===== src/rtl/ipgu_pyramid.sv =====
// ipgu_pyramid: builds an image pyramid from a square source image held in
// an external single-port RAM. Each level is a nearest-neighbour resample of
// the source, using a per-level fixed-point step. The unit emits every
// WIN_DIM x WIN_DIM window of every active level, one row per handshake.
//
// Ports
//   clk, rst_n                   clock, asynchronous active-low reset
//   cfg_we/cfg_level/...         level table write port (ignored while busy)
//   cfg_num_levels               number of active levels, sampled on start
//   start, abort                 begin a pass / drop back to idle
//   busy, done                   pass in progress / one-cycle completion pulse
//   ram_rd, ram_addr, ram_rdata  source RAM read port (data one cycle later)
//   out_valid, out_ready         row handshake toward the consumer
//   out_row                      packed row, pixel 0 in the LSBs
//   out_level/out_win_x/out_win_y/out_row_idx/out_last  row tags
module ipgu_pyramid #(
  parameter int IMG_DIM    = 300,
  parameter int WIN_DIM    = 20,
  parameter int MAX_LEVELS = 8,
  parameter int DATA_WIDTH = 8,
  parameter int FRAC_BITS  = 6,
  parameter int STEP_WIDTH = 12,
  localparam int AW = $clog2(IMG_DIM*IMG_DIM),
  localparam int LW = $clog2(MAX_LEVELS),
  localparam int CW = $clog2(IMG_DIM/WIN_DIM+1),
  localparam int WW = $clog2(WIN_DIM)
) (
  input  logic                          clk,
  input  logic                          rst_n,
  input  logic                          cfg_we,
  input  logic [LW-1:0]                 cfg_level,
  input  logic [CW-1:0]                 cfg_num_win,
  input  logic [STEP_WIDTH-1:0]         cfg_step,
  input  logic [LW:0]                   cfg_num_levels,
  input  logic                          start,
  input  logic                          abort,
  output logic                          busy,
  output logic                          done,
  output logic                          ram_rd,
  output logic [AW-1:0]                 ram_addr,
  input  logic [DATA_WIDTH-1:0]         ram_rdata,
  output logic                          out_valid,
  input  logic                          out_ready,
  output logic [WIN_DIM*DATA_WIDTH-1:0] out_row,
  output logic [LW-1:0]                 out_level,
  output logic [CW-1:0]                 out_win_x,
  output logic [CW-1:0]                 out_win_y,
  output logic [WW-1:0]                 out_row_idx,
  output logic                          out_last
);

  localparam int LVW = LW + 1;                    // level index incl. "none" value
  localparam int PXW = CW + WW;                   // level-pixel coordinate
  localparam int PW  = CW + WW + STEP_WIDTH;      // coordinate * step product
  localparam int RW  = WIN_DIM * DATA_WIDTH;

  typedef enum logic [1:0] {S_IDLE, S_FETCH, S_WAIT_DATA, S_PRESENT} state_t;

  state_t                r_state, w_state_nxt;
  logic [CW-1:0]         r_tab_num  [MAX_LEVELS];
  logic [STEP_WIDTH-1:0] r_tab_step [MAX_LEVELS];
  logic [LVW-1:0]        r_num_levels;
  logic [LW-1:0]         r_level;
  logic [CW-1:0]         r_win_x, r_win_y;
  logic [WW-1:0]         r_row, r_col;
  logic                  r_cap;
  logic [RW-1:0]         r_row_buf;
  logic                  r_done;

  // Level table. NOTE: this is a register array, not a RAM macro, so it can
  // take the asynchronous reset; software relies on it reading all-zero.
  always_ff @(posedge clk or negedge rst_n) begin
    if (!rst_n) begin
      for (int i = 0; i < MAX_LEVELS; i++) begin
        r_tab_num[i]  <= '0;
        r_tab_step[i] <= '0;
      end
    end else if (cfg_we && r_state == S_IDLE) begin
      r_tab_num[cfg_level]  <= cfg_num_win;
      r_tab_step[cfg_level] <= cfg_step;
    end
  end

  // Lowest level >= from that is both below the level count and non-empty.
  // Returns MAX_LEVELS when no such level exists.
  function automatic logic [LVW-1:0] find_level(input logic [LVW-1:0] from,
                                                input logic [LVW-1:0] cnt);
    logic [LVW-1:0] res;
    res = LVW'(MAX_LEVELS);
    for (int i = MAX_LEVELS - 1; i >= 0; i--) begin
      if (LVW'(i) >= from && LVW'(i) < cnt && r_tab_num[i] != '0) res = LVW'(i);
    end
    return res;
  endfunction

  logic [CW-1:0]         w_cur_num;
  logic [STEP_WIDTH-1:0] w_cur_step;
  logic [LVW-1:0]        w_first_lvl, w_next_lvl;
  logic                  w_start_ok, w_hs;
  logic                  w_row_end, w_x_end, w_y_end, w_last_row;

  assign w_cur_num   = r_tab_num[r_level];
  assign w_cur_step  = r_tab_step[r_level];
  assign w_start_ok  = start && !abort && r_state == S_IDLE;
  assign w_first_lvl = find_level('0, cfg_num_levels);
  assign w_next_lvl  = find_level(LVW'(r_level) + LVW'(1), r_num_levels);
  assign w_hs        = r_state == S_PRESENT && out_ready && !abort;
  assign w_row_end   = r_row == WW'(WIN_DIM - 1);
  assign w_x_end     = r_win_x == w_cur_num - CW'(1);
  assign w_y_end     = r_win_y == w_cur_num - CW'(1);
  assign w_last_row  = w_row_end && w_x_end && w_y_end && (w_next_lvl == LVW'(MAX_LEVELS));

  // Source address of the pixel fetched this cycle: scale, truncate, clamp.
  logic [PXW-1:0] w_px, w_py;
  logic [PW-1:0]  w_prod_x, w_prod_y, w_sx_sh, w_sy_sh;
  logic [AW-1:0]  w_sx, w_sy, w_addr;

  assign w_px     = PXW'(r_win_x) * PXW'(WIN_DIM) + PXW'(r_col);
  assign w_py     = PXW'(r_win_y) * PXW'(WIN_DIM) + PXW'(r_row);
  assign w_prod_x = PW'(w_px) * PW'(w_cur_step);
  assign w_prod_y = PW'(w_py) * PW'(w_cur_step);
  assign w_sx_sh  = w_prod_x >> FRAC_BITS;
  assign w_sy_sh  = w_prod_y >> FRAC_BITS;
  assign w_sx     = (w_sx_sh > PW'(IMG_DIM - 1)) ? AW'(IMG_DIM - 1) : w_sx_sh[AW-1:0];
  assign w_sy     = (w_sy_sh > PW'(IMG_DIM - 1)) ? AW'(IMG_DIM - 1) : w_sy_sh[AW-1:0];
  assign w_addr   = w_sy * AW'(IMG_DIM) + w_sx;

  // NOTE: state and every other register use non-blocking assignments so all
  // flops sample the same pre-edge values regardless of block order.
  always_ff @(posedge clk or negedge rst_n) begin
    if (!rst_n) r_state <= S_IDLE;
    else        r_state <= w_state_nxt;
  end

  // NOTE: the default is assigned before the case so no path leaves
  // w_state_nxt unassigned, which would infer a latch.
  always_comb begin
    w_state_nxt = r_state;
    case (r_state)
      S_IDLE:      if (w_start_ok && w_first_lvl != LVW'(MAX_LEVELS)) w_state_nxt = S_FETCH;
      S_FETCH:     if (r_col == WW'(WIN_DIM - 1)) w_state_nxt = S_WAIT_DATA;
      S_WAIT_DATA: w_state_nxt = S_PRESENT;
      S_PRESENT:   if (out_ready) w_state_nxt = w_last_row ? S_IDLE : S_FETCH;
      default:     w_state_nxt = S_IDLE;
    endcase
    if (abort) w_state_nxt = S_IDLE;
  end

  // Position counters: column within the fetch, then row/window/level.
  always_ff @(posedge clk or negedge rst_n) begin
    if (!rst_n) begin
      r_num_levels <= '0;
      r_level      <= '0;
      r_win_x      <= '0;
      r_win_y      <= '0;
      r_row        <= '0;
      r_col        <= '0;
    end else if (abort) begin
      r_col <= '0;
    end else if (w_start_ok) begin
      r_num_levels <= cfg_num_levels;
      r_level      <= w_first_lvl[LW-1:0];
      r_win_x      <= '0;
      r_win_y      <= '0;
      r_row        <= '0;
      r_col        <= '0;
    end else if (r_state == S_FETCH) begin
      r_col <= (r_col == WW'(WIN_DIM - 1)) ? '0 : r_col + 1'b1;
    end else if (w_hs) begin
      if (!w_row_end) begin
        r_row <= r_row + 1'b1;
      end else begin
        r_row <= '0;
        if (!w_x_end) begin
          r_win_x <= r_win_x + 1'b1;
        end else begin
          r_win_x <= '0;
          if (!w_y_end) begin
            r_win_y <= r_win_y + 1'b1;
          end else begin
            r_win_y <= '0;
            if (w_next_lvl != LVW'(MAX_LEVELS)) r_level <= w_next_lvl[LW-1:0];
          end
        end
      end
    end
  end

  // r_cap marks the cycle in which ram_rdata holds a pixel we asked for.
  // Pixels enter at the top and shift down, so the first read lands in the LSBs.
  // Clearing r_cap on abort drops the read that is still in flight.
  always_ff @(posedge clk or negedge rst_n) begin
    if (!rst_n) begin
      r_cap     <= 1'b0;
      r_row_buf <= '0;
      r_done    <= 1'b0;
    end else begin
      r_cap  <= ram_rd && !abort;
      r_done <= !abort && ((w_start_ok && w_first_lvl == LVW'(MAX_LEVELS)) ||
                           (w_hs && w_last_row));
      if (r_cap) r_row_buf <= {ram_rdata, r_row_buf[RW-1:DATA_WIDTH]};
    end
  end

  assign busy        = r_state != S_IDLE;
  assign done        = r_done;
  assign ram_rd      = r_state == S_FETCH;
  assign ram_addr    = ram_rd ? w_addr : '0;
  assign out_valid   = r_state == S_PRESENT;
  assign out_row     = r_row_buf;
  assign out_level   = r_level;
  assign out_win_x   = r_win_x;
  assign out_win_y   = r_win_y;
  assign out_row_idx = r_row;
  assign out_last    = w_row_end;

endmodule

===== config.mk =====
export PLATFORM = sky130hd
export DESIGN_NAME = ipgu_pyramid
export DESIGN_NICKNAME = d
export VERILOG_FILES = /design/src/rtl/ipgu_pyramid.sv
export SDC_FILE = /design/constraint.sdc
export NUM_CORES = 1
export LEC_CHECK = 0
export ABC_CLOCK_PERIOD_IN_PS = 12600
export BUFFER_PORTS_ARGS = -buffer_cell sky130_fd_sc_hd__buf_2
export CAP_MARGIN = 20
export CORE_ASPECT_RATIO = 1.5
export CORE_MARGIN = 2
export CORE_UTILIZATION = 45
export CTS_CLUSTER_DIAMETER = 150
export CTS_CLUSTER_SIZE = 25
export DETAILED_ROUTE_END_ITERATION = 16
export GPL_ROUTABILITY_DRIVEN = 0
export GPL_TIMING_DRIVEN = 1
export PLACE_DENSITY = 0.68
export SLEW_MARGIN = 20
export SYNTH_ARGS = -nofsm -noshare
export SYNTH_HDL_FRONTEND = slang
export SYNTH_SLANG_ARGS = --single-unit

===== constraint.sdc =====
create_clock -name clk -period 12.6 [get_ports clk]
set_clock_uncertainty 0.05 [all_clocks]
set_input_delay 1.89 -clock clk [delete_from_list [all_inputs] [get_ports clk]]
set_output_delay 1.89 -clock clk [all_outputs]
set_load 0.01 [all_outputs]

# After elaboration in Yosys (flattened, before gate mapping)
# Index checks and enable logic that the tools add are counted.
# totals
out_inout_bits	198
inputBits	37
regBits	317
word_cells	212
# classes
n_bitwise	3
eq_ne	15
n_mux	63
addsub	9
n_reduce_logical	62
magnitude_cmp	29
multipliers	5
# op_table
operator	count
4-bit two-way mux	30
96-bit bitwise mux	1
9-bit by 12-bit multiplier with 21-bit output	2
5-bit two-way mux	8
1-bit logical AND	38
12-bit binary-select mux with 3-bit select	1
12-bit demux with 3-bit select	1
12-bit two-way mux	3
32-bit bitwise mux	1
3-bit by 4-bit less-than comparator with 1-bit output (first input constant)	8
4-bit nonzero test	8
15-bit by 9-bit greater-than comparator with 1-bit output (second input constant)	2
15-bit two-way mux	2
3-bit two-way mux	7
9-bit by 5-bit adder with 9-bit output	2
17-bit by 15-bit adder with 17-bit output	1
17-bit two-way mux	1
3-bit by 4-bit greater-or-equal comparator with 1-bit output (first input constant)	4
1-bit by 4-bit less-than comparator with 1-bit output (first input constant)	4
2-bit by 4-bit less-than comparator with 1-bit output (first input constant)	4
15-bit by 7-bit multiplier with 15-bit output (second input constant)	1
4-bit by 3-bit multiplier with 7-bit output (second input constant)	2
4-bit binary-select mux with 3-bit select	1
4-bit demux with 3-bit select	1
31 further kinds	53

# Logic depth before layout (Yosys ltp)
# Gate-level depths: netlist of run 1.
# logic_depth
word_depth	20
depth_mapped	50
mapped_depth_nobuf	50

# Least setup slack after synthesis of run 1
# Ideal clock, no wire load.
# synth_path
path_kind	reg2out
from	reg r_level[0] (netlist: out_level[0])
to	out ram_addr[16]
path_buffers	4
t_arrival_ps	11308
stages_incl_launch_ff	45
t_required_ps	10660
slack_ps	-648
cell_sequence	dfrtp_1 buf_4 buf_2 buf_1 mux4_2 mux2i_1 nor2_1 fa_1 inv_1 fa_1 fa_1 fa_1 inv_1 ha_1 clkbuf_1 and3_1 nor2b_1 a221oi_1 [9 not listed] inv_1 fa_1 inv_1 ha_1 o21a_1 o31a_1 o211a_1 o21ai_0 nand2b_1 xor2_1 ha_1 and3_1 o211ai_1 a31oi_1 o21ai_0 xnor3_1 nor4_1 nand2b_1
# synth_via
elab_chain_len	10
word_cells_on_any_way	13
classes_between	add/sub (1); mul (3); order compare (2); mux (6); bitwise (1)
# synth_lines
element	line_no	rtl
from (decl)	63	logic [LW-1:0] r_level;
from (signal assigned)	162	r_level <= w_first_lvl[LW-1:0];
from (signal assigned)	182	if (w_next_lvl != LVW'(MAX_LEVELS)) r_level <= w_next_lvl[LW-1:0];
3-bit inverter with 4-bit output (not written as such) *	103	assign w_cur_step = r_tab_step[r_level];
12-bit binary-select mux with 3-bit select *	103	
12-bit two-way mux (not written as such) * (2 in series)	103	
9-bit by 12-bit multiplier with 21-bit output	121	assign w_prod_y = PW'(w_py) * PW'(w_cur_step);
15-bit by 9-bit greater-than comparator with 1-bit output	125	assign w_sy = (w_sy_sh > PW'(IMG_DIM - 1)) ? AW'(IMG_DIM - 1) : w_sy_sh[AW-1:0];
15-bit two-way mux	125	
15-bit by 7-bit multiplier with 15-bit output	126	assign w_addr = w_sy * AW'(IMG_DIM) + w_sx;
17-bit by 15-bit adder with 17-bit output *	126	
17-bit two-way mux *	208	assign ram_addr = ram_rd ? w_addr : '0;
to (decl)	40	output logic [AW-1:0] ram_addr,
# Mark *: on every way between the ends. The rest lies on a longest branch, timed or not. The select of a mux whose other input is x is not followed.

# Worst setup path in the final report of run 1
# layout_path
from	reg r_win_y[1] (netlist: out_win_y[1])
to	out ram_addr[16]
# layout_via
elab_chain_len	8
# layout_lines
element	line_no	rtl
from (decl)	64	logic [CW-1:0] r_win_x, r_win_y;
from (signal assigned)	179	r_win_y <= r_win_y + 1'b1;
4-bit by 3-bit multiplier with 7-bit output *	119	assign w_py = PXW'(r_win_y) * PXW'(WIN_DIM) + PXW'(r_row);
9-bit by 5-bit adder with 9-bit output *	119	
9-bit by 12-bit multiplier with 21-bit output *	121	
15-bit by 9-bit greater-than comparator with 1-bit output	125	
15-bit two-way mux *	125	
15-bit by 7-bit multiplier with 15-bit output *	126	
17-bit by 15-bit adder with 17-bit output *	126	
17-bit two-way mux *	208	
# Mark *: on every way between the ends. The rest lies on a longest branch, timed or not.

==> flow_summary.ini, run 1 <==
[clock_network]
ctsLongestPathBuffers = 3
cts.sinks = 317
cts-buffers-inserted = 16
path_clk_slew_ns = 0.11
cts_tree = built
clockRootBuffer = clkbuf_16
clk-insertion-delay-late_ns = 0.51
htreeDepth = 1

[worst_setup_path]
r2r_slack_ns = 8.42
ff2ff_path_depth = 10
r2r-start = out_level[1]
cp-start-kind = register
crit_path_end_kind = output pin
reg2reg_to = out_level[0]
critPathMaxStageDelay_ns = 0.62
slowest_stage = fa_2
worst-setup-path-type = reg -> out
path_buf_inv = 11
path_delay_family = adder cells
critical_path_required_ns = 10.66
arrival_ns = 11.09
crit_fanout = 7

[logic_synthesis]
syn_area_sq_um = 23210
ys_async_sr_fraction = 1.000
synth_edf_count = 0
postSynthAreaPerCell_sq_um = 10.97
ys_seq_area_frac = 0.3417
ys_warn_count = 0
synth_top_cell_by_area = dfrtp_1
synth.distinct_cells = 78
synth_top_flop_cell = dfrtp_1
ys_ff_latch = 317
synthCells = 2117
yosys-top-cells-area = dfrtp_1, mux2_2, fa_1
synth_top_area_frac = 0.3417

[hold_path]
min_path_type = reg -> reg
min-delay-start = r_tab_step[59]
min_path_cells = 1
hold_end = r_tab_step[59]

[floorplan]
ios = 235
start_util = 0.4525
num_rows = 102
fp.dieW_microns = 189.5
fp.dieArea_sq_um = 53460
core-area_sq_um = 51300
die_h_microns = 282.2

[timing]
worst_pin_slew_ns = 1.011
rsz0062_at_grt = true
period_needed_ns = 13.03
slew_viol_final = 0
hold-worst-slack_ns = 0.4611
setup_violations = 4
min_period_over_period = 1.034
setup_slack_ns = -0.4315
clock.fmax_mhz = 76.74
hold_viol_final = 0
slew_headroom = 0.3261

[detailed_routing]
dr.first_iter.drc_count = 715
wl_per_cell_microns = 18.07
drtAntennaViolNets = 0
vias = 16993
vias_per_cell = 5.393
drt_pre_antenna_iters = 5
wl_microns = 56930
drc = 0

[global_routing]
grt_max_degree = 90
grt_overflow = 0
grt_pass1_wl_microns = 93360
first_global_vias = 18647
antenna_found_initial = 2
grt_usage = 0.2151

[final_layout]
stdcell_count = 3151
utilization = 0.5323
nNetsFinal = 2822
antennaDiodeCount = 0
drive_gt1_frac = 0.3515
syn2layout_area_growth_pct = 17.64

[placed_design]
post-dp-hpwl_microns = 44780
port_buffers = 234
dp.cells = 3110

[run_status]
status = finished with violations
failed_checks = negative setup slack

[flow_run]
maxCapViolCount = 0
==> layer usage <==
layer / track usage / vias to the layer above / wire [microns]
met5: 0 / - / 11
li1: - / 7845 / -
met1: 0.2237 / 8549 / 20800
met2: 0.4145 / 461 / 30220
met3: 0.04342 / 136 / 3391
met4: 0.09422 / 2 / 2505
==> cells in the mapped netlist (14+ instances only) <==
cell type and number:
fa_1 162, a21oi_1 54, xor2_1 24, dfrtp_1 317
nand3_1 25, and2_1 29, inv_1 237, mux2i_1 14
o21ai_0 61, mux2_2 299, nor2b_1 33, nand2b_1 34
clkbuf_1 66, ha_1 151, xnor2_1 41, nand2_1 167
a21o_1 19, mux4_2 32, nor3_1 28, nor2_1 141
==> kinds of logic (layout without fill, tap and decap cells) <==
family                   Yosys count  in the layout  share of synthesized area
AND/OR/NAND/NOR                  526            526                     0.1085
buffers and inverters            314            657                    0.05152
AO/OA/AOI/OAI                    229            229                    0.06532
multiplexers                     348            348                     0.1841
flip-flops                       317            317                     0.3417
XOR/XNOR                          68             68                    0.02743
other                              2             17                  0.0003235
adder cells (fa/ha/maj)          313            313                     0.2211
==> layout by cell type, fill, tap and decap left out, drive strengths merged, types with 7 or more instances in the layout <==
cell type / synthesis / final
ha: 151 / 151
or4: 7 / 7
buf: 10 / 398
a211oi: 7 / 7
clkbuf: 66 / 20
and3: 9 / 9
and2: 31 / 31
or2: 9 / 9
nor3: 28 / 28
xnor2: 41 / 41
o21a: 13 / 13
fa: 162 / 162
nand3: 26 / 26
o21ai: 63 / 63
mux2: 301 / 301
nor4: 13 / 13
o31ai: 12 / 12
mux4: 32 / 32
xor2: 24 / 24
or3: 8 / 8
nor2: 141 / 141
mux2i: 15 / 15
inv: 238 / 239
conb: 2 / 17
a21oi: 54 / 54
a31oi: 12 / 12
dfrtp: 317 / 317
nor2b: 33 / 33
nand2b: 34 / 34
a21o: 19 / 19
nand2: 167 / 167
o22ai: 9 / 9
==> state kept, by name (all words and copies together) (netlist names) <==
signal	flops
done	1
out_level	3
out_row	160
out_row_idx	5
out_win_x	4
out_win_y	4
r_cap	1
r_col	5
r_num_levels	4
r_state	2
r_tab_num	32
r_tab_step	96
==> worst max path at each step <==
stage | from | end | slack, ns | cells past startpoint
after floorplan | out_win_y[1] | ram_addr[16] | 0.003 | 46
after global placement | out_win_y[1] | ram_addr[16] | -0.32 | 45
after detailed placement | out_win_y[1] | ram_addr[16] | -0.57 | 45
after CTS | out_win_y[1] | ram_addr[16] | -0.38 | 48
after global routing | out_win_y[1] | ram_addr[16] | -0.90 | 47
final | out_win_y[1] | ram_addr[16] | -0.43 | 49
==> through the flow <==
| step | area (sq um) | setup WS [ns] | TNS, ns |
|---|---|---|---|
| floorplan | 23340 | 0.002903 | 0 |
| global placement | 26190 | -0.3211 | -0.6438 |
| detailed placement | 26190 | -0.5731 | -1.744 |
| CTS | 27140 | -0.3818 | -0.6414 |
| global route | 27310 | -0.8990 | -3.730 |
| finish | 27310 | -0.4315 | -0.8494 |
==> layout make-up <==
class | count | area, sq um
multi-input combinational | 1501 | 14700
tap | 676 | 845.8
inverter | 238 | 893.4
timing repair buffer | 398 | 2480
fill | 4502 | 24000
sequential | 317 | 7941
clock inverter | 1 | 8.758
clock buffer | 20 | 436.7
==> repair_timing <==
item                                   4_1_cts  5_1_grt
gates resized for setup                     82       31
endpoints found under the hold margin        0        0
pin swaps                                   76       21
setup endpoints to repair                    9        9
buffers inserted                            14        7
hold buffers                                 0        0
Power of run 1 is left out: the tool's default activity adds up to more than one toggle a clock period on the data nets, which glitch-free logic cannot reach.
==> run 2: changes to the inputs <==
--- a/config.mk
+++ b/config.mk
@@ -5,7 +5,7 @@
 export SDC_FILE = /design/constraint.sdc
 export NUM_CORES = 1
 export LEC_CHECK = 0
-export ABC_CLOCK_PERIOD_IN_PS = 12600
+export ABC_CLOCK_PERIOD_IN_PS = 16000
 export BUFFER_PORTS_ARGS = -buffer_cell sky130_fd_sc_hd__buf_2
 export CAP_MARGIN = 20
 export CORE_ASPECT_RATIO = 1.5
@@ -16,7 +16,7 @@
 export DETAILED_ROUTE_END_ITERATION = 16
 export GPL_ROUTABILITY_DRIVEN = 0
 export GPL_TIMING_DRIVEN = 1
-export PLACE_DENSITY = 0.68
+export PLACE_DENSITY = 0.66
 export SLEW_MARGIN = 20
 export SYNTH_ARGS = -nofsm -noshare
 export SYNTH_HDL_FRONTEND = slang
==> constraint.sdc (replaced) <==
create_clock -name clk -period 16 [get_ports clk]
set_clock_uncertainty 0.05 [all_clocks]
set_input_delay 2.4 -clock clk [delete_from_list [all_inputs] [get_ports clk]]
set_output_delay 2.4 -clock clk [all_outputs]
set_load 0.01 [all_outputs]
==> run 2 against run 1 <==
  * The flow now finishes without violations
  * First-iteration DRC count down 17%
  * Routed wire length is 1.8% lower
  * Register-to-register slack gained 3.3 ns
  * Die area did not move
  * Critical path type unchanged
  * Final area shrank 6.0%
  * Via count decreased by 4.0%
  * Highest routed layer unchanged
  * Critical path depth down 2
  * Sequential share of layout area grew 1.8 points
  * Non-clock buffer count down 137
==> flow_summary.ini, run 2 (synthesized netlist as in run 1, its figures left out) <==
[floorplan]
ios = 235
die_h_microns = 282.2
fp.dieArea_sq_um = 53460
fp.dieW_microns = 189.5
start_util = 0.4525
num_rows = 102
core-area_sq_um = 51300

[detailed_routing]
drc = 0
drt_pre_antenna_iters = 7
vias = 16308
wl_microns = 55880
vias_per_cell = 5.413
drtAntennaViolNets = 0
wl_per_cell_microns = 18.55
dr.first_iter.drc_count = 590

[worst_setup_path]
critical_path_required_ns = 13.55
cp-start-kind = register
crit_fanout = 9
slowest_stage = fa_1
arrival_ns = 12.73
worst-setup-path-type = reg -> out
path_common_cell = ha_1
ff2ff_path_depth = 11
crit_path_end_kind = output pin
critPathMaxStageDelay_ns = 0.55

[clock_network]
cts-buffers-inserted = 16
cts_tree = built
clockRootBuffer = clkbuf_16
path_clk_slew_ns = 0.10
ctsLongestPathBuffers = 3
clk-insertion-delay-late_ns = 0.52
cts.sinks = 317
htreeDepth = 1

[final_layout]
drive_gt1_frac = 0.2760
final_common_cell = dfrtp_1
antennaDiodeCount = 0
syn2layout_area_growth_pct = 10.62
seq_area_sq_um = 7939
largest_reg_flops = 160
finalInstanceArea_sq_um = 25680
fillCellCount = 4694
multiInputGateArea_sq_um = 14180
nNetsFinal = 2685
mostFrequentLayoutCells = dfrtp_1, mux2_2, inv_1

[hold_path]
min_path_cells = 1
min_path_type = reg -> reg

[global_routing]
grt_usage = 0.2115
first_global_vias = 17566
grt_pass1_wl_microns = 91110
grt_max_degree = 116
antenna_found_initial = 4
grt_overflow = 0

[timing]
clock.fmax_mhz = 65.90
slew_headroom = 0.2555
tns_ns = 0
hold_viol_final = 0
worst_pin_slew_ns = 1.086
slew_viol_final = 0
setup_slack_ns = 0.8250
rsz0062_at_grt = false
setup_violations = 0
min_period_over_period = 0.9484
period_needed_ns = 15.18

[flow_run]
maxCapViolCount = 0

[placed_design]
post-place-ws_ns = 1.094
dpl_cell_area_sq_um = 25200
post-dp-hpwl_microns = 43880
port_buffers = 234

[run_status]
status = finished clean
## run 2: changes by cell type in the layout (fill, tap and decap cells not counted), moves of 6 or more
cell / delta
buf_4: -127
ha_1: +17
ha_4: -17
inv_1: +13
inv_2: -13
o21ai_0: +12
a21oi_1: +9
buf_6: -8
o21ai_2: -8
a21oi_2: -7
fa_1: +7
fa_2: -7
nor2_1: +7
nor2_2: -6
## run 2: final timing paths
path                                     start              to  slack [ns]
worst max-delay path              out_win_y[1]    ram_addr[16]        0.82
worst max register to register    out_level[1]    out_level[0]       11.77
min in group asynchronous                rst_n      out_row[4]        1.88
max in group asynchronous                rst_n    out_level[0]       12.40
worst min register to register  r_tab_step[70]  r_tab_step[70]        0.46
worst min-delay path            r_tab_step[70]  r_tab_step[70]        0.46
## run 2: worst max-delay path: cells and delay by family, from the launching register on
kind	cells	cell delay (ns)
fa+ha+maj	14	5.52
flops	1	0.49
xor+xnor	2	0.60
compound gates	14	3.09
simple gates	10	2.00
buf+inv	7	0.52
## run 2: timing repair
item                                    CTS  global route
endpoints found under the setup margin    0             1
gates resized for setup                   0             3
hold buffers                              0             0
setup buffers                             0             2
endpoints found under the hold margin     0             0
## run 2: area by class of cell
cell class | count | area share
tap | 676 | 0.03294
multi-input combinational | 1501 | 0.5521
inverter | 238 | 0.03479
sequential | 317 | 0.3091
clock buffer | 19 | 0.01686
clock inverter | 1 | 0.0003410
timing repair buffer | 261 | 0.05389
## run 2: per-stage QoR
step	instances	hold slack, ns	util
after detailed placement	2990	0.4401	0.4911
after global placement	2990	0.4325	0.4911
after CTS	3010	0.4626	0.4998
final	3013	0.4581	0.5006
after global routing	3013	0.4743	0.5006
after floorplan	2132	0.4160	-
## run 2: metal layers
| metal | vias to the layer above | part of all wire | track usage |
|---|---|---|---|
| met4 | 2 | 0.037 | 0.07712 |
| met1 | 8237 | 0.38 | 0.2303 |
| met5 | - | 0.00020 | 0 |
| li1 | 7541 | - | - |
| met2 | 439 | 0.53 | 0.4034 |
| met3 | 89 | 0.061 | 0.04194 |
Power of run 2 is left out for the same reason.
